**src/rtl/ex_mem_reg.sv**
```systemverilog
// EX/MEM pipeline register.
// Captures the EX-stage instruction on each rising edge. Memory and
// writeback controls are qualified as they are captured. A taken branch is
// resolved at capture time and drives a one-cycle redirect pulse.
// Edge priority: reset > flush > stall > capture.
// Interface note: there is no valid/ready handshake on this block. Upstream
// holds or replaces the EX instruction through stall and flush. ex_valid
// marks a real instruction, and mem_valid marks the same for the MEM stage.
module ex_mem_reg (
  input  logic        clk,
  input  logic        reset,
  input  logic        stall,
  input  logic        flush,
  input  logic        ex_valid,
  input  logic [31:0] alu_result,
  input  logic        alu_zero,
  input  logic [31:0] store_data,
  input  logic [4:0]  write_reg,
  input  logic [31:0] branch_target,
  input  logic        ctl_reg_write,
  input  logic        ctl_mem_to_reg,
  input  logic        ctl_mem_read,
  input  logic        ctl_mem_write,
  input  logic        ctl_beq,
  input  logic        ctl_bne,
  output logic        mem_valid,
  output logic [31:0] mem_alu_result,
  output logic [31:0] mem_store_data,
  output logic [4:0]  mem_write_reg,
  output logic        mem_reg_write,
  output logic        mem_mem_to_reg,
  output logic        mem_mem_read,
  output logic        mem_mem_write,
  output logic        pc_src,
  output logic [31:0] pc_target,
  output logic        fwd_en,
  output logic [31:0] retired_count
);

  logic capture;
  logic cap_reg_write;
  logic cap_mem_to_reg;
  logic cap_mem_read;
  logic cap_mem_write;
  logic taken;

  // Qualify controls with validity. r0 is never written. A simultaneous
  // read and write decodes as a load.
  always_comb begin
    capture        = ~flush & ~stall;
    cap_reg_write  = ex_valid & ctl_reg_write & (write_reg != 5'd0);
    cap_mem_to_reg = ex_valid & ctl_mem_to_reg;
    cap_mem_read   = ex_valid & ctl_mem_read;
    cap_mem_write  = ex_valid & ctl_mem_write & ~ctl_mem_read;
    // beq and bne together is an illegal decode, so it is treated as not taken.
    taken          = ex_valid & ~(ctl_beq & ctl_bne) &
                     ((ctl_beq & alu_zero) | (ctl_bne & ~alu_zero));
  end

  // Valid bit and controls: flush inserts a bubble, stall holds.
  always_ff @(posedge clk or posedge reset) begin
    if (reset) begin
      mem_valid      <= 1'b0;
      mem_reg_write  <= 1'b0;
      mem_mem_to_reg <= 1'b0;
      mem_mem_read   <= 1'b0;
      mem_mem_write  <= 1'b0;
    end else if (flush) begin
      mem_valid      <= 1'b0;
      mem_reg_write  <= 1'b0;
      mem_mem_to_reg <= 1'b0;
      mem_mem_read   <= 1'b0;
      mem_mem_write  <= 1'b0;
    end else if (!stall) begin
      mem_valid      <= ex_valid;
      mem_reg_write  <= cap_reg_write;
      mem_mem_to_reg <= cap_mem_to_reg;
      mem_mem_read   <= cap_mem_read;
      mem_mem_write  <= cap_mem_write;
    end
  end

  // Datapath registers load only on capture. Under a flush their contents
  // are irrelevant because mem_valid is low, so they are left unchanged.
  always_ff @(posedge clk or posedge reset) begin
    if (reset) begin
      mem_alu_result <= 32'd0;
      mem_store_data <= 32'd0;
      mem_write_reg  <= 5'd0;
    end else if (capture) begin
      mem_alu_result <= alu_result;
      mem_store_data <= store_data;
      mem_write_reg  <= write_reg;
    end
  end

  // Redirect pulse. Any non-capture edge clears it, so a held branch
  // never repeats its redirect.
  always_ff @(posedge clk or posedge reset) begin
    if (reset) begin
      pc_src    <= 1'b0;
      pc_target <= 32'd0;
    end else if (capture) begin
      pc_src <= taken;
      if (taken) begin
        pc_target <= branch_target;
      end
    end else begin
      pc_src <= 1'b0;
    end
  end

  // Count every real instruction captured. The counter wraps naturally.
  always_ff @(posedge clk or posedge reset) begin
    if (reset) begin
      retired_count <= 32'd0;
    end else if (capture && ex_valid) begin
      retired_count <= retired_count + 32'd1;
    end
  end

  // Loads are not forwardable from this stage because their data is not
  // available until after memory access.
  always_comb begin
    fwd_en = mem_valid & mem_reg_write & ~mem_mem_read;
  end

endmodule

```
**config.mk**
```make
export PLATFORM = sky130hd
export DESIGN_NAME = ex_mem_reg
export DESIGN_NICKNAME = d
export VERILOG_FILES = /design/src/rtl/ex_mem_reg.sv
export SDC_FILE = /design/constraint.sdc
export NUM_CORES = 1
export LEC_CHECK = 0
export BUFFER_PORTS_ARGS = -buffer_cell sky130_fd_sc_hd__clkbuf_2
export CAP_MARGIN = 20
export CORE_MARGIN = 2
export CORE_UTILIZATION = 42
export DETAILED_ROUTE_END_ITERATION = 12
export GPL_ROUTABILITY_DRIVEN = 0
export GPL_TIMING_DRIVEN = 0
export PLACE_DENSITY = 0.87
export SYNTH_ARGS = -nofsm -noshare
export SYNTH_HDL_FRONTEND = slang
export SYNTH_SLANG_ARGS = --single-unit
```
**constraint.sdc**
```tcl
create_clock -name clk -period 3.99 [get_ports clk]
set_input_delay 0 -clock clk [delete_from_list [all_inputs] [get_ports clk]]
set_output_delay 0 -clock clk [all_outputs]
set_load 0.05 [all_outputs]
```
==> results.rst, run 1 <==
.. list-table::
   :header-rows: 1

   * - Metric
     - Value
   * - Clock latency reported for the late side of the worst-skew pair
     - a little over 0.4 ns
   * - Initial core utilization
     - 0.434
   * - Via count of the first global-routing pass
     - ~5,000
   * - Number of antenna violations at the first check in global routing
     - 0
   * - Worst min-delay path category
     - input pin to register
   * - Worst-case vdd ir drop
     - approximately 380 uV
   * - H-tree depth reported by CTS
     - 4
   * - Post-Syn Area
     - ~5500 sq um
   * - Clock tree from TritonCTS
     - built
   * - Status
     - complete, no violations
   * - Area of the core
     - about 13,000 sq um
   * - Worst-Margin Slew
     - between 0.6 and 0.7 ns
   * - Type of the worst setup path
     - register to register
   * - Fill cell instance count of the final layout
     - around 860
   * - Clock tree buffer depth
     - 2
   * - Port Buffers
     - 250
   * - Final Hold Fails
     - 0
   * - Utilization of the core after routing
     - 0.696
   * - Standby leakage power
     - around 4.4 nW
   * - Most common cell after layout, fill and taps aside
     - clkbuf_2
   * - Clock edge transition at the registers on the reported setup and hold paths
     - around 0.060 ns
   * - Data required time at the worst endpoint
     - 4.28 ns
   * - Max-cap violations
     - 0
   * - Ratio of final minimum period to clock period
     - 0.445
   * - Clock root cell
     - clkbuf_16
   * - Final total negative setup slack
     - 0 ns
   * - Final setup violating endpoints
     - 0
   * - Cell area reported after detailed placement
     - between 7000 and 8000 sq um
   * - Number of warnings issued by yosys
     - 0
   * - Worst setup EP type
     - register
   * - Crit path largest cell delay
     - around 0.43 ns
   * - Global router's overall resource usage
     - 0.231
   * - Number of clock buffers inserted by TritonCTS
     - 17
   * - Cells traversed along the worst timing path
     - nand4_1, nor4_1, buf_2, nand4_1, xnor2_1
   * - Hold Startpoint
     - ex_valid
   * - Fraction of layout cells with a size suffix above 1
     - 0.538
   * - First-pass GRT wire length
     - between 20 and 30 mm
   * - Synthesized Nets
     - 480
   * - Worst slew margin relative to its limit
     - 0.597
   * - Highest Clock Rate
     - approximately 560 MHz
   * - Post-route DRC violation count
     - 0
   * - Worst Skew
     - 0.00341 ns
   * - Total via count in the routed design
     - ~4,600
   * - Number of storage elements in the synthesis netlist
     - ~140
   * - Drt first-iter violations
     - between 150 and 200
   * - Largest net degree at the start of global routing
     - 73
   * - Die boundary height
     - roughly 120 um
   * - Nature of the critical path startpoint
     - register
   * - Post-CTS Hold Fix Bufs
     - 111
   * - Cell repeated most along the worst path
     - nand4_1
   * - Maximum fanout encountered on the critical timing path
     - 10
   * - Data arrival time of the worst path
     - 2.07 ns
   * - Power density normalized to cell area
     - around 580 nW/um^2
   * - Instance count of the mapped netlist
     - ~370
   * - Num ports
     - 253
   * - Max stage delay cell, worst path
     - dfrtp_1
   * - Per-cell routed wire length
     - 16.6 um
   * - Final Total Pwr
     - roughly 5.1 mW
   * - Number of standard-cell rows in the floorplan
     - 41
   * - Worst slack, placed
     - about 2.3 ns
   * - HPWL after detailed placement
     - between 10 and 15 mm
   * - Chip Width
     - 119 um
   * - Final worst setup slack
     - roughly 2.2 ns
   * - Wirelength, routed
     - about 15 mm
   * - Die area
     - 14,100 sq um
   * - Sinks on Clock Net
     - 139
   * - Avg Cell Area, Syn
     - between 15 and 20 sq um
   * - Launching element of the worst setup path
     - retired_count[6]$_DFFE_PP0P_
   * - Count of cell types in the netlist
     - 35
   * - Most frequent cells in the layout
     - clkbuf_2, dfrtp_1, dlygate4sd3_1
   * - Total congestion overflow
     - 0
   * - Reg-to-reg startpoint
     - retired_count[6]$_DFFE_PP0P_
   * - Setup repair after global routing missed its margin
     - false
   * - Post-CTS repair timing setup buffer count
     - 0
   * - Post-Layout Inst Area
     - about 8900 sq um
   * - Final Net Count
     - between 800 and 900
   * - Post-cts resize count
     - 0
   * - Drt via density
     - 4.90
   * - FF/Latch Area
     - approximately 3500 sq um
   * - Footprint of the multi-input gates
     - between 1500 and 2000 sq um
   * - Sequential fraction of the synthesis area
     - 0.631
   * - Tmin final
     - approximately 1.8 ns
   * - Growth of design area from synthesis to finish
     - 60.5%
   * - Slew Limit Fails
     - 0
   * - First-pass DRT Iterations
     - 4
   * - ANT cells
     - 0
   * - Detail Route Antenna Nets
     - 0
[Yosys cell counts (all sizes together)]
cell / n / area (sq um)
dfrtp: 139 / 3480
mux2: 102 / 1150
xnor2: 23 / 201
buf: 16 / 131
nand4: 13 / 87.6
nand3: 11 / 55.1
nand2: 10 / 37.5
nor2: 10 / 37.5
xor2: 8 / 70.1
and3: 5 / 32.5
and4: 4 / 36.3
inv: 4 / 15.0
nor3: 3 / 15.0
a21oi: 2 / 10.0
a22oi: 2 / 15.0
nor3b: 2 / 26.3
nor4: 2 / 27.5
a32oi: 1 / 8.76
and2: 1 / 6.26
and4bb: 1 / 12.5
ha: 1 / 12.5
nand4bb: 1 / 11.3
nor2b: 1 / 6.26
o211ai: 1 / 7.51
o21ai: 1 / 8.76
or2: 1 / 8.76
or4: 1 / 7.51
[cell families after synthesis]
kind of cell / share of synthesized area
flops: 0.631
compound gates: 0.00907
fa+ha+maj: 0.00227
simple gates: 0.0740
xor+xnor: 0.0492
buf+inv: 0.0265
mux: 0.208
[layer usage]
metal  vias up  track usage  wire length (um)
met5         -            0                 0
met4         0        0.122               621
met3        48       0.0584               961
met2       202        0.407              8170
met1      2250        0.254              5750
li1       2068            -                 -
[stage by stage]
stage,cells,hold slack [ns]
after floorplan,366,0.132
after global placement,788,0.211
after detailed placement,789,0.128
after CTS,932,0.0629
after global routing,932,0.0864
final,932,0.0874
[path summary, 6_finish.rpt]
kind	to	slack (ns)	depth (start not counted)
hold / removal	retired_count[0]$_DFFE_PP0P_	0.09	3
setup reg to reg	retired_count[13]$_DFFE_PP0P_	2.22	5
max in group asynchronous	pc_target[11]$_DFFE_PP0P_	3.01	4
min in group asynchronous	mem_alu_result[15]$_DFFE_PP0P_	0.22	3
hold reg to reg	retired_count[31]$_DFFE_PP0P_	0.48	1
setup / recovery	retired_count[13]$_DFFE_PP0P_	2.22	5
[where the power goes]
group / internal [mW] / switching, mW / total, mW
Clock: 1.32 / 0.586 / 1.91
Combinational: 0.425 / 1.03 / 1.46
Sequential: 1.62 / 0.145 / 1.77
[area by class of cell]
class | instances | area share
sequential | 139 | 0.393
tap | 172 | 0.0243
multi-input combinational | 207 | 0.214
buffer | 16 | 0.0148
timing repair buffer | 362 | 0.270
clock buffer | 22 | 0.0558
inverter | 4 | 0.00226
clock inverter | 10 | 0.0263
[critical path: cells and delay by family, from the launching register on]
kind                      cells  cell delay [ns]
xor gates and xnor gates      1             0.16
and+or+nand+nor               3             0.74
DFF                           1             0.43
buffers and inverters         1             0.31
Note: power is estimated with default switching activity, not from simulation.
==> run 2, diff against run 1 <==
Settings changed: ABC_AREA set to 1, CORE_UTILIZATION 42 to 47, PLACE_DENSITY 0.87 to 0.9.
Clock period 3.99 ns to 1.7 ns, I/O delays scaled along.
==> results.rst, run 2 <==
.. list-table::
   :header-rows: 1

   * - Metric
     - Value
   * - Largest net degree at the start of global routing
     - 44 (-40%)
   * - Top FF cell, synth
     - dfrtp_1
   * - Highest Clock Rate
     - 620 MHz (+10%)
   * - Worst min-delay path category
     - input pin to register
   * - Total via count in the routed design
     - 5,712 (+25%)
   * - Clock tree from TritonCTS
     - built
   * - Total congestion overflow
     - 0 (unchanged)
   * - Internal portion of total power
     - 7.26 mW (+120%)
   * - Utilization of the core after routing
     - 0.759 (+0.0636)
   * - Die area
     - 13,200 sq um (-6.5%)
   * - HPWL after detailed placement
     - 11.6 mm (+15%)
   * - Status
     - complete, no violations
   * - Worst setup EP type
     - register
   * - Ratio of final minimum period to clock period
     - 0.949 (+0.504)
   * - Instance count of the mapped netlist
     - 537 (+47%)
   * - Worst Skew
     - 0.0119 ns (+0.00848 ns)
   * - Sequential fraction of the synthesis area
     - 0.604 (-0.0266)
   * - Tmin final
     - 1.61 ns (-0.161 ns)
   * - Data arrival time of the worst path
     - 1.92 ns (-0.15 ns)
   * - Die boundary height
     - 115 um (-3.3%)
   * - First-pass GRT wire length
     - 32.7 mm (+30%)
   * - Post-Layout Inst Area
     - 9080 sq um (+2.6%)
   * - Area of the core
     - 12,000 sq um (-6.0%)
   * - Type of the worst setup path
     - register to register
   * - Clock latency reported for the late side of the worst-skew pair
     - 0.41 ns (about the same)
   * - Count of cell types in the netlist
     - 26 (-26%)
   * - R2R Path End
     - retired_count[24]$_DFFE_PP0P_
   * - Number of warnings issued by yosys
     - 0 (unchanged)
   * - Drt first-iter violations
     - 478 (+150%)
   * - Number of cell instances on the worst register-to-register path
     - 8 (+3)
   * - Power density normalized to cell area
     - 1290 nW/um^2 (+120%)
   * - Nature of the critical path startpoint
     - register
   * - Final Hold Fails
     - 0 (unchanged)
   * - Largest cells by area after synthesis
     - dfrtp_1, mux2_2, nand2_1
   * - Initial core utilization
     - 0.481 (+0.0479)
   * - Slew Limit Fails
     - 0 (unchanged)
   * - Number of antenna violations at the first check in global routing
     - 3 (+3)
   * - Clock share of power
     - 0.344 (-0.027)
   * - Final worst setup slack
     - 0.0865 ns (-2.13 ns)
   * - Worst-case vdd ir drop
     - 769 uV (+100%)
   * - Crit path largest cell delay
     - 0.42 ns (about the same)
   * - Fraction of power spent switching nets
     - 0.382 (+0.0381)
   * - Met2 routed wirelength
     - 10.5 mm (+29%)
   * - Clock tree buffer depth
     - 2 (unchanged)
   * - Async set or reset register ratio after synthesis
     - 1.00 (unchanged)
   * - Setup repair after global routing missed its margin
     - false
   * - Most frequent cells in the layout
     - clkbuf_2, nand2_1, dfrtp_1
   * - Data required time at the worst endpoint
     - 2.00 ns (-2.28 ns)
   * - Synth area leader
     - dfrtp_1
   * - Number of standard-cell rows in the floorplan
     - 40 (-2.4%)
   * - Reg-to-reg startpoint
     - retired_count[0]$_DFFE_PP0P_
   * - Worst-Margin Slew
     - 0.463 ns (-0.142 ns)
   * - Most used standard cell by instance count after synthesis
     - nand2_1
   * - Detail Route Antenna Nets
     - 0 (unchanged)
   * - Final total negative setup slack
     - 0 ns (unchanged)
   * - Cell repeated most along the worst path
     - nand2_1
   * - Clock edge transition at the registers on the reported setup and hold paths
     - 0.07 ns (about the same)
   * - Metal-1 WL
     - 7.83 mm (+36%)
   * - Max-cap violations
     - 0 (unchanged)
   * - Global router's overall resource usage
     - 0.331 (+0.101)
   * - Launching element of the worst setup path
     - retired_count[0]$_DFFE_PP0P_
   * - Post-route DRC violation count
     - 0 (unchanged)
   * - Drt via density
     - 5.24 (+6.8%)
   * - Num ports
     - 253 (unchanged)
   * - Via count of the first global-routing pass
     - 5,997 (+19%)
   * - Area share of the largest cell type after synthesis
     - 0.604 (-0.0266)
   * - Worst slack, placed
     - 0.0557 ns (-2.21 ns)
   * - Max stage delay cell, worst path
     - dfrtp_1
   * - Maximum fanout encountered on the critical timing path
     - 4 (-6)
   * - Wirelength, routed
     - 21.1 mm (+36%)
   * - Final setup violating endpoints
     - 0 (unchanged)
   * - Crit path to
     - retired_count[24]$_DFFE_PP0P_
   * - Share of total power in sequential cells
     - 0.356 (+0.011)
   * - Post-Syn Area
     - 5760 sq um (+4.4%)
   * - Post-synth EDFFs
     - 0 (unchanged)
   * - Most common cell after layout, fill and taps aside
     - clkbuf_2
   * - Number of storage elements in the synthesis netlist
     - 139 (unchanged)
   * - Sinks on Clock Net
     - 139 (unchanged)
   * - Clock root cell
     - clkbuf_16
   * - Fill cell instance count of the final layout
     - 683 (-21%)
   * - Switching power
     - 4.49 mW (+150%)
   * - Cell area reported after detailed placement
     - 7270 sq um (+3.7%)
   * - Standby leakage power
     - 4.67 nW (+6.6%)
   * - Growth of design area from synthesis to finish
     - 57.8%
   * - Chip Width
     - 115 um (-3.3%)
   * - Synthesized Nets
     - 651 (+36%)
   * - Final Net Count
     - 1,041 (+21%)
   * - Cells traversed along the worst timing path
     - ha_2, nand2_2, nor2_4, nand3_4, nor2_1, nand3_1, nand2_1, nand2_1
   * - Number of clock buffers inserted by TritonCTS
     - 17 (unchanged)
   * - Setup slack of the worst register-to-register path
     - 0.09 ns (-2.13 ns)
   * - Leading cell types by count after synthesis
     - nand2_1, dfrtp_1, mux2_2
   * - Share of total power in combinational logic
     - 0.300 (+0.016)
   * - Worst slew margin relative to its limit
     - 0.691 (+0.0939)
   * - Per-cell routed wire length
     - 19.4 um (+17%)
   * - Fraction of layout cells with a size suffix above 1
     - 0.415 (-0.123)
   * - Avg Cell Area, Syn
     - 10.7 sq um (-29%)
   * - Met3 WL
     - 1.73 mm (+80%)
   * - Highest routing layer actually used
     - met4
   * - Port Buffers
     - 252 (+0.80%)
   * - H-tree depth reported by CTS
     - 4 (unchanged)
   * - First-pass DRT Iterations
     - 5 (+1)
## run 2: changes by cell type after synthesis, moves of 7 or more
cell and change:
nand3_1 +11, nand2_1 +157, xor2_1 +7, inv_1 +29, nor2_1 +21, xnor2_1 -17
mux2_2 -35
## run 2: routing by layer
layer / GRT usage / up-vias
met1: 0.388 / 2758
met2: 0.539 / 355
met4: 0.177 / 0
met5: 0 / -
met3: 0.112 / 90
li1: - / 2509
## run 2: kinds of logic (layout without fill, tap and decap cells)
group | count (synthesis) | in the layout | synth area share
multiplexers | 66 | 66 | 0.129
XOR/XNOR | 21 | 21 | 0.0319
other | 0 | 4 | 0
flip-flops | 139 | 139 | 0.604
buffers and inverters | 51 | 454 | 0.0385
adder cells (fa/ha/maj) | 1 | 1 | 0.00217
AND/OR/NAND/NOR | 250 | 250 | 0.186
AO/OA/AOI/OAI | 9 | 9 | 0.00869
## run 2: worst max-delay path: cells and delay by family, from the launching register on
kind                     cells  cell delay, ns
adder cells (fa/ha/maj)      1            0.23
AND/OR/NAND/NOR              7            0.85
flip-flops                   1            0.42
## run 2: power groups by stage
stage                     Combinational, mW  Sequential, mW  Clock, mW
after global placement                 3.08            4.14          0
after floorplan                       0.592            5.86          0
after global routing                   3.67            4.22       4.22
after CTS                              3.38            4.12       4.02
final                                  3.53            4.18       4.04
after detailed placement               3.16            4.16          0
## run 2: per-stage QoR
step	hold slack (ns)	std cells	power, mW
4_1_cts	0.0147	1084	11.5
6_report	0.0441	1091	11.8
3_3_place_gp	0.194	936	7.22
5_1_grt	0.0619	1089	12.1
2_1_floorplan	0.110	537	6.45
3_5_place_dp	0.0343	939	7.32
## run 2: how the worst min path moves through the flow
stage                 startpoint                              to  slack [ns]  cells after the start
2_1_floorplan   branch_target[0]        pc_target[0]$_DFFE_PP0P_        0.11                      2
3_3_place_gp   branch_target[14]       pc_target[14]$_DFFE_PP0P_        0.19                      3
3_5_place_dp               reset  mem_alu_result[18]$_DFFE_PP0P_        0.03                      2
4_1_cts                 ex_valid           mem_valid$_DFFE_PP0P_        0.01                      4
5_1_grt                 ex_valid           mem_valid$_DFFE_PP0P_        0.06                      4
6_report                ex_valid           mem_valid$_DFFE_PP0P_        0.04                      4
## run 2: what timing repair did
| action | CTS | global route |
|---|---|---|
| setup buffers | 0 | 5 |
| hold buffers | 113 | 0 |
| setup endpoints to repair | 0 | 11 |
| endpoints found under the hold margin | 160 | 0 |
| resized for setup | 0 | 5 |
## run 2: final cells by class
type / instances / area (sq um) / share of cell area
Tap cell: 147 / 184 / 0.0202
Clock inverter: 13 / 190 / 0.0209
Buffer: 16 / 90.1 / 0.00992
Sequential cell: 139 / 3480 / 0.383
Antenna cell: 4 / 10.0 / 0.00110
Timing Repair Buffer: 371 / 2470 / 0.272
Inverter: 35 / 135 / 0.0149
Clock buffer: 19 / 443 / 0.0488
Multi-Input combinational cell: 347 / 2080 / 0.229
